$ cat config.mk
export PLATFORM = sky130hd
export DESIGN_NAME = hdmi_video_pipe
export DESIGN_NICKNAME = d
export VERILOG_FILES = /design/src/rtl/hdmi_video_pkg.sv /design/src/rtl/hdmi_timing_meter.sv /design/src/rtl/hdmi_video_pipe.sv
export SDC_FILE = /design/constraint.sdc
export NUM_CORES = 1
export LEC_CHECK = 0
export ABC_CLOCK_PERIOD_IN_PS = 3380
export BUFFER_PORTS_ARGS = -buffer_cell sky130_fd_sc_hd__buf_2
export CAP_MARGIN = 25
export CORE_MARGIN = 10
export CORE_UTILIZATION = 58
export CTS_BUF_LIST = sky130_fd_sc_hd__clkbuf_4 sky130_fd_sc_hd__clkbuf_8
export DETAILED_ROUTE_END_ITERATION = 8
export GPL_TIMING_DRIVEN = 1
export PLACE_DENSITY = 0.82
export SLEW_MARGIN = 20
export SYNTH_ARGS = -nofsm -noshare
export SYNTH_HDL_FRONTEND = slang
export SYNTH_SLANG_ARGS = --single-unit
$ cat constraint.sdc
create_clock -name HDMI_RX_CLK -period 3.38 [get_ports HDMI_RX_CLK]
set_input_delay 0.338 -clock HDMI_RX_CLK [delete_from_list [all_inputs] [get_ports HDMI_RX_CLK]]
set_output_delay 0.338 -clock HDMI_RX_CLK [all_outputs]
set_load 0.03 [all_outputs]
$ cat src/rtl/hdmi_video_pkg.sv
// Shared definitions for the HDMI video pipe.
//   mode_e    : content modes selected through mode_req / reported on mode_active.
//   bar_color : colour-bar pixel for a bar index 0..7. The result is
//               MAX_DATA_W wide with the low data_w bits populated (R:G:B,
//               MSB channel first); callers cast it down to their pixel width.
package hdmi_video_pkg;

  typedef enum logic [1:0] {
    MODE_PASS  = 2'd0,
    MODE_BARS  = 2'd1,
    MODE_SOLID = 2'd2,
    MODE_BLANK = 2'd3
  } mode_e;

  localparam int MAX_DATA_W = 96;

  function automatic logic [MAX_DATA_W-1:0] bar_color(input logic [2:0] idx,
                                                       input int data_w);
    logic [2:0]            rgb;
    logic [MAX_DATA_W-1:0] pix;
    int                    c;
    // rgb[2]=R, rgb[1]=G, rgb[0]=B; each channel is all-ones or all-zeros
    case (idx)
      3'd0:    rgb = 3'b111; // white
      3'd1:    rgb = 3'b110; // yellow
      3'd2:    rgb = 3'b011; // cyan
      3'd3:    rgb = 3'b010; // green
      3'd4:    rgb = 3'b101; // magenta
      3'd5:    rgb = 3'b100; // red
      3'd6:    rgb = 3'b001; // blue
      default: rgb = 3'b000; // black
    endcase
    c   = (data_w >= 3) ? data_w / 3 : 1;
    pix = '0;
    for (int i = 0; i < MAX_DATA_W; i++) begin
      if (i < 3 * c) pix[i] = rgb[2'(i / c)];
    end
    return pix;
  endfunction

endpackage

$ cat src/rtl/hdmi_timing_meter.sv
// Frame-start detection, active-resolution measurement and timing lock.
//   clk, reset_n    : pixel clock, synchronous active-low reset
//   de, vsync       : raw input timing (same samples that enter the pipeline)
//   fs              : combinational frame-start event; high in the cycle whose
//                     clock edge samples the first vsync=1 after a vsync=0
//   de_rise         : combinational DE rising-edge event at the input
//   frame_strobe    : registered one-cycle pulse following fs
//   h_active        : DE-high pixels of the last line of the previous frame
//   v_active        : DE lines of the previous frame
//   bar_w           : colour-bar width (h_active >> 3), latched at fs
//   locked          : registered, high after LOCK_FRAMES matching frames
module hdmi_timing_meter #(
  parameter int CNT_W       = 12,
  parameter int LOCK_FRAMES = 2
) (
  input  logic             clk,
  input  logic             reset_n,
  input  logic             de,
  input  logic             vsync,
  output logic             fs,
  output logic             de_rise,
  output logic             frame_strobe,
  output logic [CNT_W-1:0] h_active,
  output logic [CNT_W-1:0] v_active,
  output logic [CNT_W-1:0] bar_w,
  output logic             locked
);

  localparam int MW = (LOCK_FRAMES < 2) ? 1 : $clog2(LOCK_FRAMES + 1);
  localparam logic [CNT_W-1:0] CNT_MAX   = '1;
  localparam logic [MW-1:0]    MATCH_MAX = MW'(LOCK_FRAMES);

  logic             vs_d;
  logic             de_d;
  logic             de_fall;
  logic             frame_valid; // a full frame has been observed since reset
  logic [CNT_W-1:0] x_cnt;
  logic [CNT_W-1:0] y_cnt;
  logic [CNT_W-1:0] line_w;
  logic [CNT_W-1:0] h_next;
  logic [MW-1:0]    match_cnt;
  logic [MW-1:0]    match_next;

  always_comb begin
    fs         = vsync & ~vs_d;
    de_rise    = de & ~de_d;
    de_fall    = ~de & de_d;
    // bar width follows the h_active value that is in force after this fs
    h_next     = frame_valid ? line_w : h_active;
    match_next = match_cnt;
    if (frame_valid) begin
      // equality with a nonzero new size implies the stored size is nonzero too
      if ((line_w == h_active) && (y_cnt == v_active) &&
          (line_w != '0) && (y_cnt != '0)) begin
        match_next = (match_cnt == MATCH_MAX) ? match_cnt : match_cnt + 1'b1;
      end else begin
        match_next = '0;
      end
    end
  end

  always_ff @(posedge clk) begin
    if (!reset_n) begin
      vs_d         <= 1'b0;
      de_d         <= 1'b0;
      frame_valid  <= 1'b0;
      x_cnt        <= '0;
      y_cnt        <= '0;
      line_w       <= '0;
      h_active     <= '0;
      v_active     <= '0;
      bar_w        <= '0;
      match_cnt    <= '0;
      locked       <= 1'b0;
      frame_strobe <= 1'b0;
    end else begin
      vs_d         <= vsync;
      de_d         <= de;
      frame_strobe <= fs;

      if (de) begin
        if (de_rise)               x_cnt <= CNT_W'(1);
        else if (x_cnt != CNT_MAX) x_cnt <= x_cnt + 1'b1;
      end
      if (de_fall) line_w <= x_cnt;

      // fs clears first; a coincident DE rise is then the frame's first line
      if (fs)                              y_cnt <= de_rise ? CNT_W'(1) : '0;
      else if (de_rise && y_cnt != CNT_MAX) y_cnt <= y_cnt + 1'b1;

      if (fs) begin
        frame_valid <= 1'b1;
        bar_w       <= h_next >> 3;
        if (frame_valid) begin
          h_active  <= line_w;
          v_active  <= y_cnt;
          match_cnt <= match_next;
          locked    <= (match_next == MATCH_MAX);
        end
      end
    end
  end

endmodule

$ cat src/rtl/hdmi_video_pipe.sv
// HDMI RX-to-TX video retiming pipe with test-content substitution.
//   HDMI_RX_CLK, reset_n        : pixel clock, synchronous active-low reset
//   rx_de/rx_hsync/rx_vsync     : input timing
//   rx_data                     : input pixel (R:G:B, MSB channel first)
//   mode_req                    : requested mode, taken only at frame start
//   fill_color                  : pixel used in solid-fill mode
//   tx_de/tx_hsync/tx_vsync     : timing delayed by PIPE_STAGES cycles
//   tx_data                     : pixel aligned with tx_de
//   mode_active                 : mode currently applied at the pipeline input
//   h_active/v_active           : measured size of the previous frame
//   locked                      : timing stable over LOCK_FRAMES frames
//   frame_strobe                : one-cycle pulse per frame start
// Substitution happens as pixels enter the first stage, so pixels already in
// the pipe keep whatever mode they entered with.
module hdmi_video_pipe
  import hdmi_video_pkg::*;
#(
  parameter int DATA_W      = 24,
  parameter int PIPE_STAGES = 2,
  parameter int CNT_W       = 12,
  parameter int LOCK_FRAMES = 2
) (
  input  logic              HDMI_RX_CLK,
  input  logic              reset_n,
  input  logic              rx_de,
  input  logic              rx_hsync,
  input  logic              rx_vsync,
  input  logic [DATA_W-1:0] rx_data,
  input  logic [1:0]        mode_req,
  input  logic [DATA_W-1:0] fill_color,
  output logic              tx_de,
  output logic              tx_hsync,
  output logic              tx_vsync,
  output logic [DATA_W-1:0] tx_data,
  output logic [1:0]        mode_active,
  output logic [CNT_W-1:0]  h_active,
  output logic [CNT_W-1:0]  v_active,
  output logic              locked,
  output logic              frame_strobe
);

  typedef struct packed {
    logic              de;
    logic              hs;
    logic              vs;
    logic [DATA_W-1:0] data;
  } stage_t;

  stage_t           pipe_q [PIPE_STAGES];
  stage_t           stage_in;
  mode_e            mode_q;
  logic             fs;
  logic             de_rise;
  logic [CNT_W-1:0] bar_w;
  logic [2:0]       bar_idx;
  logic [CNT_W-1:0] bar_cnt;
  logic [2:0]       cur_idx;
  logic [CNT_W-1:0] cur_cnt;
  logic             bar_end;
  logic [DATA_W-1:0] sub_data;

  hdmi_timing_meter #(
    .CNT_W       (CNT_W),
    .LOCK_FRAMES (LOCK_FRAMES)
  ) u_meter (
    .clk          (HDMI_RX_CLK),
    .reset_n      (reset_n),
    .de           (rx_de),
    .vsync        (rx_vsync),
    .fs           (fs),
    .de_rise      (de_rise),
    .frame_strobe (frame_strobe),
    .h_active     (h_active),
    .v_active     (v_active),
    .bar_w        (bar_w),
    .locked       (locked)
  );

  // Bar position of the pixel currently at the input; a DE rise restarts it.
  always_comb begin
    cur_idx  = de_rise ? 3'd0 : bar_idx;
    cur_cnt  = de_rise ? '0 : bar_cnt;
    bar_end  = (bar_w != '0) && (cur_cnt == bar_w - 1'b1);
    sub_data = '0;
    case (mode_q)
      MODE_PASS:  sub_data = rx_data;
      MODE_BARS:  sub_data = rx_de ? DATA_W'(bar_color(cur_idx, DATA_W)) : '0;
      MODE_SOLID: sub_data = rx_de ? fill_color : '0;
      default:    sub_data = '0;
    endcase
    stage_in.de   = rx_de;
    stage_in.hs   = rx_hsync;
    stage_in.vs   = rx_vsync;
    stage_in.data = sub_data;
  end

  always_ff @(posedge HDMI_RX_CLK) begin
    if (!reset_n) begin
      mode_q  <= MODE_PASS;
      bar_idx <= 3'd0;
      bar_cnt <= '0;
      for (int i = 0; i < PIPE_STAGES; i++) pipe_q[i] <= '0;
    end else begin
      if (fs) mode_q <= mode_e'(mode_req);

      if (rx_de) begin
        if (bar_end) begin
          bar_cnt <= '0;
          bar_idx <= (cur_idx != 3'd7) ? cur_idx + 3'd1 : cur_idx;
        end else begin
          // with bar_w==0 the index never moves, so keep the counter parked
          bar_cnt <= (bar_w == '0) ? '0 : cur_cnt + 1'b1;
          bar_idx <= cur_idx;
        end
      end

      pipe_q[0] <= stage_in;
      for (int i = 1; i < PIPE_STAGES; i++) pipe_q[i] <= pipe_q[i-1];
    end
  end

  assign tx_de       = pipe_q[PIPE_STAGES-1].de;
  assign tx_hsync    = pipe_q[PIPE_STAGES-1].hs;
  assign tx_vsync    = pipe_q[PIPE_STAGES-1].vs;
  assign tx_data     = pipe_q[PIPE_STAGES-1].data;
  assign mode_active = mode_q;

endmodule

==> reports/metrics.yaml <==
run_status:
  outcome: "finished clean"
power:
  p_leak_nw: 2.83
  power_density_nw_per_um2: 460
  vdd_ir_drop_max_mv: 0.258
cts:
  cts_sinks: 136
  cts-resized-gates: 0
  cts_hold_buf: 0
  clk_path_buf_depth: 2
  cts_root_buf: "clkbuf_8"
  clock_latency_ps: 440
  post_cts_buffers: 0
  clkTransAtPathRegs_ps: 80
  cts_tree: "done"
  cts-buffers-inserted: 17
  htree_levels: 4
placement:
  dp.cells: 915
  io_buffers: 109
  postPlaceCellArea_sq_um: 6530
  gp_congestion: 0.895
  place.detailed.hpwl_mm: 10.5
cells_and_area:
  fin_cells: 947
  layout.nets: 860
  area_delta_synth_final_pct: 12.6
  fin_area_sq_um: 6910
  fillers: 822
  antenna_cells: 0
  drive_gt1_share_pct: 19.6
synthesis:
  yosys_warnings: 0
  yosysSeqAreaShare_pct: 44.4
  synth_commonest_cells: "dfxtp_1 (136), nand2_1 (119), a21oi_1 (74)"
  syn_area_sq_um: 6140
  async_flop_share_pct: 0
  syn_area_per_cell_sq_um: 8.37
  synth_cells: 733
  ys_seq_elements: 136
  synth_most_common_cell: "dfxtp_1"
  synth_edf_count: 0
  synth_area_leader_cell: "dfxtp_1"
  synth-main-ff-cell: "dfxtp_1"
  syn-num-nets: 795
  synth.distinct_cells: 57
  synth_top_area_share_pct: 44.4
  synth_area_leaders: "dfxtp_1 (44%), nand2_1 (7.3%), a21oi_1 (6.0%)"
sta:
  finalCritPeriodShare_pct: 90.6
  period_needed_ps: 3060
  finClkSkew_ps: 14.8
  relSlewSlack_pct: 41.3
  max_freq_mhz: 327
  slew_violations: 0
  rsz0062_at_grt: "no"
  report.final.hold_viol_count: 0
  tightest_slew_ps: 880
  setup_viol: 0
  tns_ps: 0
global_routing:
  grt_pass1_wl_mm: 23.7
  grt_pass1_vias: 5029
  grt-ovfl-total: 0
  grt_max_degree: 42
  antenna_found_initial: 0
  gr-usage-all-layers_pct: 19.2
floorplan:
  core_area_sq_um: 10300
  die-width_microns: 123
  rows: 37
  io-pin-count: 110
  die-area_sq_um: 15100
  die_y_microns: 123
  initial_utilization_pct: 59.5
worst_setup_path:
  cp-start-kind: "flip-flop"
  crit_type: "flip-flop to flip-flop"
  critPathArrivalTime_ps: 3390
  required_ps: 3710
  cp-end-kind: "flip-flop"
  crit_fanout: 11
routing:
  drc_errors: 0
  detail_route.iter0.violations: 328
  viasPerCell: 5.59
  postRouteAntennaNets: 0
  num_vias: 5294
  finalWirelength_mm: 14.7
  wl_per_cell_microns: 15.5
  firstDrtPassIters: 5
min_path:
  hold_path.class: "input pin to flip-flop"
flow_run:
  drv_cap: 0
-- routing by layer --
metal,up-vias,global-route usage [%],routed length [microns]
met1,2432,22.5,6090
met2,226,32.2,6890
met4,0,6.33,203
met3,21,6.38,1490
li1,2615,-,-
met5,-,0,0
-- final timing paths --
check	start	to	slack, ps	cells after the start
worst max-delay path	u_meter.h_active[3]	bar_cnt[11]	320	10
worst max register to register	u_meter.h_active[3]	bar_cnt[11]	320	10
worst min-delay path	rx_hsync	pipe_q[0][25]	120	2
worst min register to register	pipe_q[0][13]	pipe_q[0][40]	430	1
-- worst max-delay path, stage by stage (launching register included) --
cell and delay, ps:
dfxtp_1 470, inv_1 100, ha_1 320, xnor2_2 180
xnor2_1 140, a2111oi_0 350, o21ai_0 210, a2111oi_4 280
a31oi_2 290, and3_1 310, a311o_1 310
-- cell families after synthesis --
logic type | share of synthesized area (%)
AND/OR/NAND/NOR | 25.6
AO/OA/AOI/OAI | 14.6
flip-flops | 44.4
buffers and inverters | 6.89
XOR/XNOR | 6.97
adder cells (fa/ha/maj) | 1.43
multiplexers | 0.163
-- placed cells by master, fill, tap and decap left out, types with 3 or more instances in the layout --
master | Yosys | layout
nor2b_1 | 7 | 7
buf_4 | 24 | 8
buf_2 | 5 | 109
o21ai_0 | 6 | 6
nand4b_1 | 4 | 4
nand4_1 | 16 | 16
clkinvlp_4 | 0 | 3
nor4_1 | 6 | 6
a31oi_1 | 9 | 8
clkbuf_8 | 0 | 18
xnor2_1 | 30 | 30
and2_1 | 36 | 36
nand2_1 | 119 | 119
a41o_1 | 4 | 4
nor2_1 | 59 | 59
a21oi_1 | 74 | 74
nand3_1 | 25 | 25
nor3b_1 | 3 | 3
xor2_1 | 17 | 17
dfxtp_1 | 136 | 136
nand2b_1 | 9 | 9
nor3_1 | 14 | 14
inv_1 | 9 | 9
ha_1 | 7 | 7
and3_1 | 10 | 10
a22oi_1 | 26 | 26
inv_8 | 0 | 4
inv_6 | 0 | 6
-- area by class of cell --
class	count	area [sq um]	area share, %
Clock buffer	18	248	3.58
Clock inverter	14	129	1.86
Inverter	10	37.5	0.543
Multi-Input combinational cell	516	3000	43.4
Sequential cell	136	2720	39.4
Tap cell	136	170	2.46
Timing Repair Buffer	117	606	8.76
-- flip-flops by register name (all words and copies together) (netlist names) --
name and flops:
u_meter.line_w 12, mode_active 2, u_meter.h_active 12, u_meter.frame_valid 1, u_meter.v_active 12, u_meter.frame_strobe 1
u_meter.locked 1, u_meter.x_cnt 12, bar_cnt 12, pipe_q 54, bar_idx 3, u_meter.y_cnt 12
u_meter.match_cnt 2
-- power breakdown --
part / switching, W / internal, W / leakage (nW)
sequential: 0.0000150 / 0.00165 / 1.11
combinational: 0.000159 / 0.0000853 / 1.54
clock: 0.000710 / 0.000561 / 0.185
total: 0.000884 / 0.00229 / 2.83
-- metrics by stage --
step	hold WS (ps)	utilization, %	power [W]	worst slack, ps
after floorplan	412	-	0.00187	495
after global placement	414	63.2	0.00193	391
after detailed placement	418	63.2	0.00194	249
after CTS	103	66.9	0.00320	225
after global routing	111	66.9	0.00329	41.3
final	120	66.9	0.00318	318
(Power assumes the default switching activity.)
